$ cat src/rtl/imm_encoder_pkg.sv
// Package imm_pkg: immediate-format enum shared with the decode-stage
// extender, the encoder payload struct, and the pure field-packing
// function used by imm_encoder.
package imm_pkg;

    localparam int IMM_W = 32;

    // Immediate formats, encoding matches the decode-stage ImmSrc field.
    typedef enum logic [2:0] {
        IMM_I = 3'b000,
        IMM_U = 3'b001,
        IMM_S = 3'b010,
        IMM_B = 3'b011,
        IMM_J = 3'b100
    } imm_src_t;

    // Encoder result; err sits in the MSB so {err, instr} packs directly.
    typedef struct packed {
        logic             err;
        logic [IMM_W-1:0] instr;
    } enc_t;

    // Packs imm into the immediate fields of base for the given format.
    // B and J immediates are in halfword units, so no shift is applied.
    // Unrepresentable immediates are flagged but still encoded truncated.
    // Unknown formats pass base through untouched and flag an error.
    function automatic enc_t encode_imm(
        input logic [IMM_W-1:0] base,
        input logic [IMM_W-1:0] imm,
        input logic [2:0]       src
    );
        enc_t r;
        r.err   = 1'b1;
        r.instr = base;
        case (src)
            IMM_I: begin
                r.instr = {imm[11:0], base[19:0]};
                r.err   = (imm != {{20{imm[11]}}, imm[11:0]});
            end
            IMM_U: begin
                r.instr = {imm[31:12], base[11:0]};
                r.err   = |imm[11:0];
            end
            IMM_S: begin
                r.instr = {imm[11:5], base[24:12], imm[4:0], base[6:0]};
                r.err   = (imm != {{20{imm[11]}}, imm[11:0]});
            end
            IMM_B: begin
                r.instr = {imm[11], imm[9:4], base[24:12], imm[3:0], imm[10], base[6:0]};
                r.err   = (imm != {{20{imm[11]}}, imm[11:0]});
            end
            IMM_J: begin
                r.instr = {imm[19], imm[9:0], imm[10], imm[18:11], base[11:0]};
                r.err   = (imm != {{12{imm[19]}}, imm[19:0]});
            end
            default: begin
                r.instr = base;
                r.err   = 1'b1;
            end
        endcase
        return r;
    endfunction

endpackage

$ cat src/rtl/imm_encoder_if.sv
// Stream interface of imm_encoder.
//  Input side : InValid/InReady handshake with ImmSrcIn, ImmIn, BaseInstrIn.
//  Output side: OutValid/OutReady handshake with InstrOut, RangeErrOut.
//  slave  : the encoder's view.  master : the producer/consumer's view.
interface imm_encoder_if #(
    parameter int DATA_WIDTH = 32
);
    logic                  InValid;
    logic                  InReady;
    logic [2:0]            ImmSrcIn;
    logic [DATA_WIDTH-1:0] ImmIn;
    logic [DATA_WIDTH-1:0] BaseInstrIn;
    logic                  OutValid;
    logic                  OutReady;
    logic [DATA_WIDTH-1:0] InstrOut;
    logic                  RangeErrOut;

    modport slave (
        input  InValid, ImmSrcIn, ImmIn, BaseInstrIn, OutReady,
        output InReady, OutValid, InstrOut, RangeErrOut
    );

    modport master (
        output InValid, ImmSrcIn, ImmIn, BaseInstrIn, OutReady,
        input  InReady, OutValid, InstrOut, RangeErrOut
    );
endinterface

$ cat src/rtl/imm_encoder_skid.sv
// skid_buffer: generic valid/ready stage made of an output register plus a
// one-entry skid register.
//  i_in_valid/o_in_ready/i_in_data    : upstream handshake and payload
//  o_out_valid/i_out_ready/o_out_data : downstream handshake and payload
// o_in_ready is purely registered (!skid valid): no path from i_out_ready.
module skid_buffer #(
    parameter int WIDTH = 33
) (
    input  logic             clk,
    input  logic             rst_n,
    input  logic             i_in_valid,
    output logic             o_in_ready,
    input  logic [WIDTH-1:0] i_in_data,
    output logic             o_out_valid,
    input  logic             i_out_ready,
    output logic [WIDTH-1:0] o_out_data
);
    logic             r_out_valid;
    logic [WIDTH-1:0] r_out_data;
    logic             r_skid_valid;
    logic [WIDTH-1:0] r_skid_data;
    logic             w_handoff;

    assign w_handoff   = r_out_valid && i_out_ready;
    assign o_in_ready  = !r_skid_valid;
    assign o_out_valid = r_out_valid;
    assign o_out_data  = r_out_data;

    always_ff @(posedge clk or negedge rst_n) begin
        if (!rst_n) begin
            r_out_valid  <= 1'b0;
            r_out_data   <= '0;
            r_skid_valid <= 1'b0;
            r_skid_data  <= '0;
        end else if (r_skid_valid) begin
            // Input is blocked while the skid is full; drain it in order.
            if (w_handoff) begin
                r_out_data   <= r_skid_data;
                r_skid_valid <= 1'b0;
            end
        end else if (i_in_valid) begin
            // Output empty or draining this edge: load directly, no bubble.
            if (!r_out_valid || i_out_ready) begin
                r_out_data  <= i_in_data;
                r_out_valid <= 1'b1;
            end else begin
                r_skid_data  <= i_in_data;
                r_skid_valid <= 1'b1;
            end
        end else if (w_handoff) begin
            r_out_valid <= 1'b0;
        end
    end

endmodule

$ cat src/rtl/imm_encoder.sv
// imm_encoder: packs a decode-convention immediate into the immediate
// fields of a base instruction word, streamed with 1-cycle latency.
//  clk, rst_n     : clock, asynchronous active-low reset
//  bus (slave)    : input/output valid-ready streams, see imm_encoder_if
//  ErrClr         : clears ErrSticky (a simultaneous error handoff wins)
//  ErrSticky      : set when a word with RangeErrOut=1 is handed off
//  EncCount       : number of words handed off, wrapping
module imm_encoder
    import imm_pkg::*;
#(
    parameter int DATA_WIDTH = 32,
    parameter int COUNT_W    = 16
) (
    input  logic               clk,
    input  logic               rst_n,
    imm_encoder_if.slave       bus,
    input  logic               ErrClr,
    output logic               ErrSticky,
    output logic [COUNT_W-1:0] EncCount
);
    enc_t                  w_enc;
    logic [DATA_WIDTH:0]   w_out_data;
    logic                  w_handoff;
    logic                  r_err_sticky;
    logic [COUNT_W-1:0]    r_enc_count;

    assign w_enc = encode_imm(bus.BaseInstrIn, bus.ImmIn, bus.ImmSrcIn);

    skid_buffer #(
        .WIDTH(DATA_WIDTH + 1)
    ) u_skid (
        .clk         (clk),
        .rst_n       (rst_n),
        .i_in_valid  (bus.InValid),
        .o_in_ready  (bus.InReady),
        .i_in_data   (w_enc),
        .o_out_valid (bus.OutValid),
        .i_out_ready (bus.OutReady),
        .o_out_data  (w_out_data)
    );

    assign {bus.RangeErrOut, bus.InstrOut} = w_out_data;

    assign w_handoff = bus.OutValid && bus.OutReady;
    assign ErrSticky = r_err_sticky;
    assign EncCount  = r_enc_count;

    always_ff @(posedge clk or negedge rst_n) begin
        if (!rst_n) begin
            r_enc_count  <= '0;
            r_err_sticky <= 1'b0;
        end else begin
            if (w_handoff) begin
                r_enc_count <= r_enc_count + 1'b1;
            end
            if (w_handoff && bus.RangeErrOut) begin
                r_err_sticky <= 1'b1;
            end else if (ErrClr) begin
                r_err_sticky <= 1'b0;
            end
        end
    end

endmodule
$ cat src/flat_wrapper.sv
// flat-port wrapper written by rule: the top's interface ports become plain ports
module imm_encoder_flat import imm_pkg::*;
#(
    parameter int DATA_WIDTH = 32,
    parameter int COUNT_W    = 16
)
  (clk, rst_n, ErrClr, ErrSticky, EncCount, bus_InValid, bus_ImmSrcIn, bus_ImmIn, bus_BaseInstrIn, bus_OutReady, bus_InReady, bus_OutValid, bus_InstrOut, bus_RangeErrOut);
  imm_encoder_if #(.DATA_WIDTH(DATA_WIDTH)) bus_i ();
  input  logic clk;
  input  logic rst_n;
  input  logic ErrClr;
  output logic ErrSticky;
  output logic [COUNT_W-1:0] EncCount;
  input wire logic [$bits(bus_i.InValid)-1:0] bus_InValid;
  input wire logic [$bits(bus_i.ImmSrcIn)-1:0] bus_ImmSrcIn;
  input wire logic [$bits(bus_i.ImmIn)-1:0] bus_ImmIn;
  input wire logic [$bits(bus_i.BaseInstrIn)-1:0] bus_BaseInstrIn;
  input wire logic [$bits(bus_i.OutReady)-1:0] bus_OutReady;
  output wire logic [$bits(bus_i.InReady)-1:0] bus_InReady;
  output wire logic [$bits(bus_i.OutValid)-1:0] bus_OutValid;
  output wire logic [$bits(bus_i.InstrOut)-1:0] bus_InstrOut;
  output wire logic [$bits(bus_i.RangeErrOut)-1:0] bus_RangeErrOut;
  assign bus_i.InValid = bus_InValid;
  assign bus_i.ImmSrcIn = bus_ImmSrcIn;
  assign bus_i.ImmIn = bus_ImmIn;
  assign bus_i.BaseInstrIn = bus_BaseInstrIn;
  assign bus_i.OutReady = bus_OutReady;
  assign bus_InReady = bus_i.InReady;
  assign bus_OutValid = bus_i.OutValid;
  assign bus_InstrOut = bus_i.InstrOut;
  assign bus_RangeErrOut = bus_i.RangeErrOut;
  imm_encoder #(.DATA_WIDTH(DATA_WIDTH), .COUNT_W(COUNT_W)) u_core (.clk(clk), .rst_n(rst_n), .bus(bus_i), .ErrClr(ErrClr), .ErrSticky(ErrSticky), .EncCount(EncCount));
endmodule
$ cat config.mk
export PLATFORM = sky130hd
export DESIGN_NAME = imm_encoder_flat
export DESIGN_NICKNAME = d
export VERILOG_FILES = /design/src/rtl/imm_encoder_pkg.sv /design/src/rtl/imm_encoder_if.sv /design/src/rtl/imm_encoder_skid.sv /design/src/rtl/imm_encoder.sv /design/src/flat_wrapper.sv
export SDC_FILE = /design/constraint.sdc
export NUM_CORES = 1
export LEC_CHECK = 0
export ABC_CLOCK_PERIOD_IN_PS = 1500
export CAP_MARGIN = 20
export CORE_UTILIZATION = 30
export DETAILED_ROUTE_END_ITERATION = 8
export PLACE_DENSITY_LB_ADDON = 0.08
export SYNTH_ARGS = -nofsm -noshare
export SYNTH_HDL_FRONTEND = slang
export SYNTH_HIERARCHICAL = 1
export SYNTH_SLANG_ARGS = --single-unit
$ cat constraint.sdc
create_clock -name clk -period 1.5 [get_ports clk]
set_input_delay 0.375 -clock clk [delete_from_list [all_inputs] [get_ports clk]]
set_output_delay 0.375 -clock clk [all_outputs]
set_load 0.01 [all_outputs]
==> reports/results.txt <==
NetSw = 4.00 mW
Avg Inst Size Synth = 11.3 um2
First-pass GRT wire length = 25200 um
Vias per cell = 5.13
Die Ht = 126 um
Async SR Flop Fraction = 1.00
CP max-delay cell = or4_4
Flop pwr share = 0.302
Worst skew pair latency = 0.35 ns
Root buffer cell = clkbuf_16
Synthesis warning total = 6
Switching share of power = 0.304
Pre-antenna DRT Iters = 6
Starting Density = 0.307
Final Hold Viols = 0
Synth Instances = 412
Worst setup SP type = input pin
Final wirelength = 15900 um
Top FF cell, synth = dfrtp_1
Crit. End Element = register
Comb pwr share = 0.495
CP max FO = 2
DPL Wire Length = 10700 um
Vias = 4251
Count of flip-flops with a built-in enable after synthesis = 0
Unique masters post-synth = 49
# DRC = 0
Vias in the first global route = 4578
I/O Pins = 124
Placer Congestion = 0.806
Clock Path Buffers = 2
Non-filler cells, final = 828
CP required = 1.73 ns
Aggregate global-route resource usage = 0.206
Worst Slack Setup Final = -0.346 ns
Largest net degree at the start of global routing = 26
Cell Int Power = 9.13 mW
Synth top area cells = dfrtp_1, mux2_2, o22ai_1
Worst rel slew slack = 0.781
DP Cell Count = 788
Crit Path Category = input pin to register
TritonCTS clock tree = built
Syn-to-layout area delta = 70.8%
Register area share after synthesis = 0.458
Initial DRC count = 153
Fin Clk Skew = 0.0125 ns
GRT Residual Overflow = 0
Static Leak = 3.61 nW
Max-slew violation count = 0
Reg clk slew, reported paths = 0.07 ns
Max incr delay on CP = 0.54 ns
Crit share post-route = 1.23
Tightest Hold Check Type = input pin to async pin
Yosys reg bits = 85
Synthesized cell area = 4650 um2
Total power = 13.1 mW
Mapped Nets = 485
Site Rows = 45
Leading area contributor after synthesis = dfrtp_1
Proportion of layout cells with a drive suffix above 1 = 0.456
Cell Chain, Critical Path = buf_6 -> or4_4 -> nor4_4 -> a32o_1 -> nand4_1 -> mux2_4 -> mux2_4
Tmin final = 1.85 ns
Clock sinks = 85
Critical Path AT = 2.08 ns
Most common cell on crit path = mux2_4
Commonest non-fill, non-tap cell in the layout = buf_4
Failing checks = setup timing
Highest-count cells in the layout ignoring fill and taps = buf_4, dfrtp_1, dlygate4sd2_1
H-tree Lvls = 3
Ant. Diodes = 0
Hold Slack = 0.452 ns
Port bufs = 123
Power share of the clock group = 0.203
DR WL/cell = 19.2 um
Inserted Clock Buffers = 9
Max Cap Viol = 0
Die area = 16000 um2
Nets = 708
Outcome = finished, violations left
Core area = 15100 um2
RSZ-0062 raised after global routing = yes
Final setup fails = 47
TNS Setup = -3.88 ns
Detail Route Antenna Nets = 0
Achievable clock frequency = 0.542 GHz
P per Cell Area = 1650 nW/um2
Synth top area share = 0.458
Die span in x = 126 um
Worst vdd ir = 0.000933 V
Actual slew at the worst max-slew pin = 0.328 ns
Antenna violations before repair = 0
[path summary, 6_finish.rpt]
kind | depth (start not counted) | from | slack [ns] | end
min | 2 | rst_n | 0.45 | u_core/u_skid/o_out_data[28]
max | 7 | bus_ImmIn[0] | -0.35 | u_core/u_skid/o_out_data[32]
min reg2reg | 1 | u_core/EncCount[15] | 0.48 | u_core/EncCount[15]
min in group clk | 2 | bus_OutReady | 0.47 | u_core/u_skid/r_skid_valid
max in group asynchronous | 3 | rst_n | 0.55 | u_core/u_skid/r_skid_data[15]
max reg2reg | 5 | u_core/u_skid/r_skid_valid | -0.13 | u_core/u_skid/o_out_data[24]
[repair_timing]
item | CTS | global route
hold buffers | 1 | 0
gates cloned | 6 | 2
pin swaps | 14 | 14
hold endpoints to repair | 14 | 0
gates resized for setup | 198 | 50
buffers inserted | 16 | 4
endpoints found under the setup margin | 127 | 80
[power groups by stage]
stage               Combinational (mW)  Clock [mW]  Sequential, mW
global route                      6.97        2.88            4.12
finish                            6.50        2.66            3.96
global placement                  5.66           0            3.92
detailed placement                5.70           0            3.98
floorplan                         3.05           0            4.13
CTS                               6.18        2.74            3.94
[final cells by class]
cell class | count | area (um2)
Clock buffer | 11 | 243
Clock inverter | 5 | 106
Fill cell | 1377 | 7210
Inverter | 6 | 26.3
Multi-Input combinational cell | 296 | 2850
Sequential cell | 85 | 2130
Tap cell | 188 | 235
Timing Repair Buffer | 237 | 2340
[through the flow]
step                worst slack (ns)  area (um2)  utilization
floorplan                     -0.417        4870            -
global placement               -1.06        6940        0.458
detailed placement             -1.08        6940        0.458
CTS                           -0.451        7740        0.511
global route                  -0.427        7940        0.524
finish                        -0.346        7940        0.524
[sequential cells by signal, summed over array words and instances (netlist names)]
signal,flops
u_core/EncCount,16
u_core/ErrSticky,1
u_core/u_skid/o_out_data,33
u_core/u_skid/o_out_valid,1
u_core/u_skid/r_skid_data,33
u_core/u_skid/r_skid_valid,1
[kinds of logic after synthesis]
kind of cell    Yosys count  share of synthesized area
buf+inv                  31                     0.0353
flops                    85                      0.458
compound gates           93                      0.132
simple gates             85                     0.0977
mux                     102                      0.247
xor+xnor                 15                     0.0283
fa+ha+maj                 1                    0.00269
[worst max-delay path: cells and delay by family]
family	cells	cell delay, ns
and+or+nand+nor	3	0.86
muxes	2	0.55
buffers and inverters	1	0.09
AOI/OAI and AO/OA	1	0.20
[metal layers]
metal  wire length, um  global-route usage  part of all wire  vias up
li1                  -                   -                 -     2002
met4               167              0.0581             0.010        0
met2              7450               0.338              0.47      101
met3               741              0.0422             0.047       14
met5                 0                   0                 0        -
met1              7550               0.275              0.47     2134
[cells in the mapped netlist, drive strengths merged (9+ instances only)]
cell,n
dfrtp,85
nand3,10
o22a,9
nand4,9
xnor2,10
a21oi,25
o22ai,27
o21ai,12
mux2,100
buf,17
nor2,15
nand2,22
Note: power is estimated with default switching activity, not from simulation.
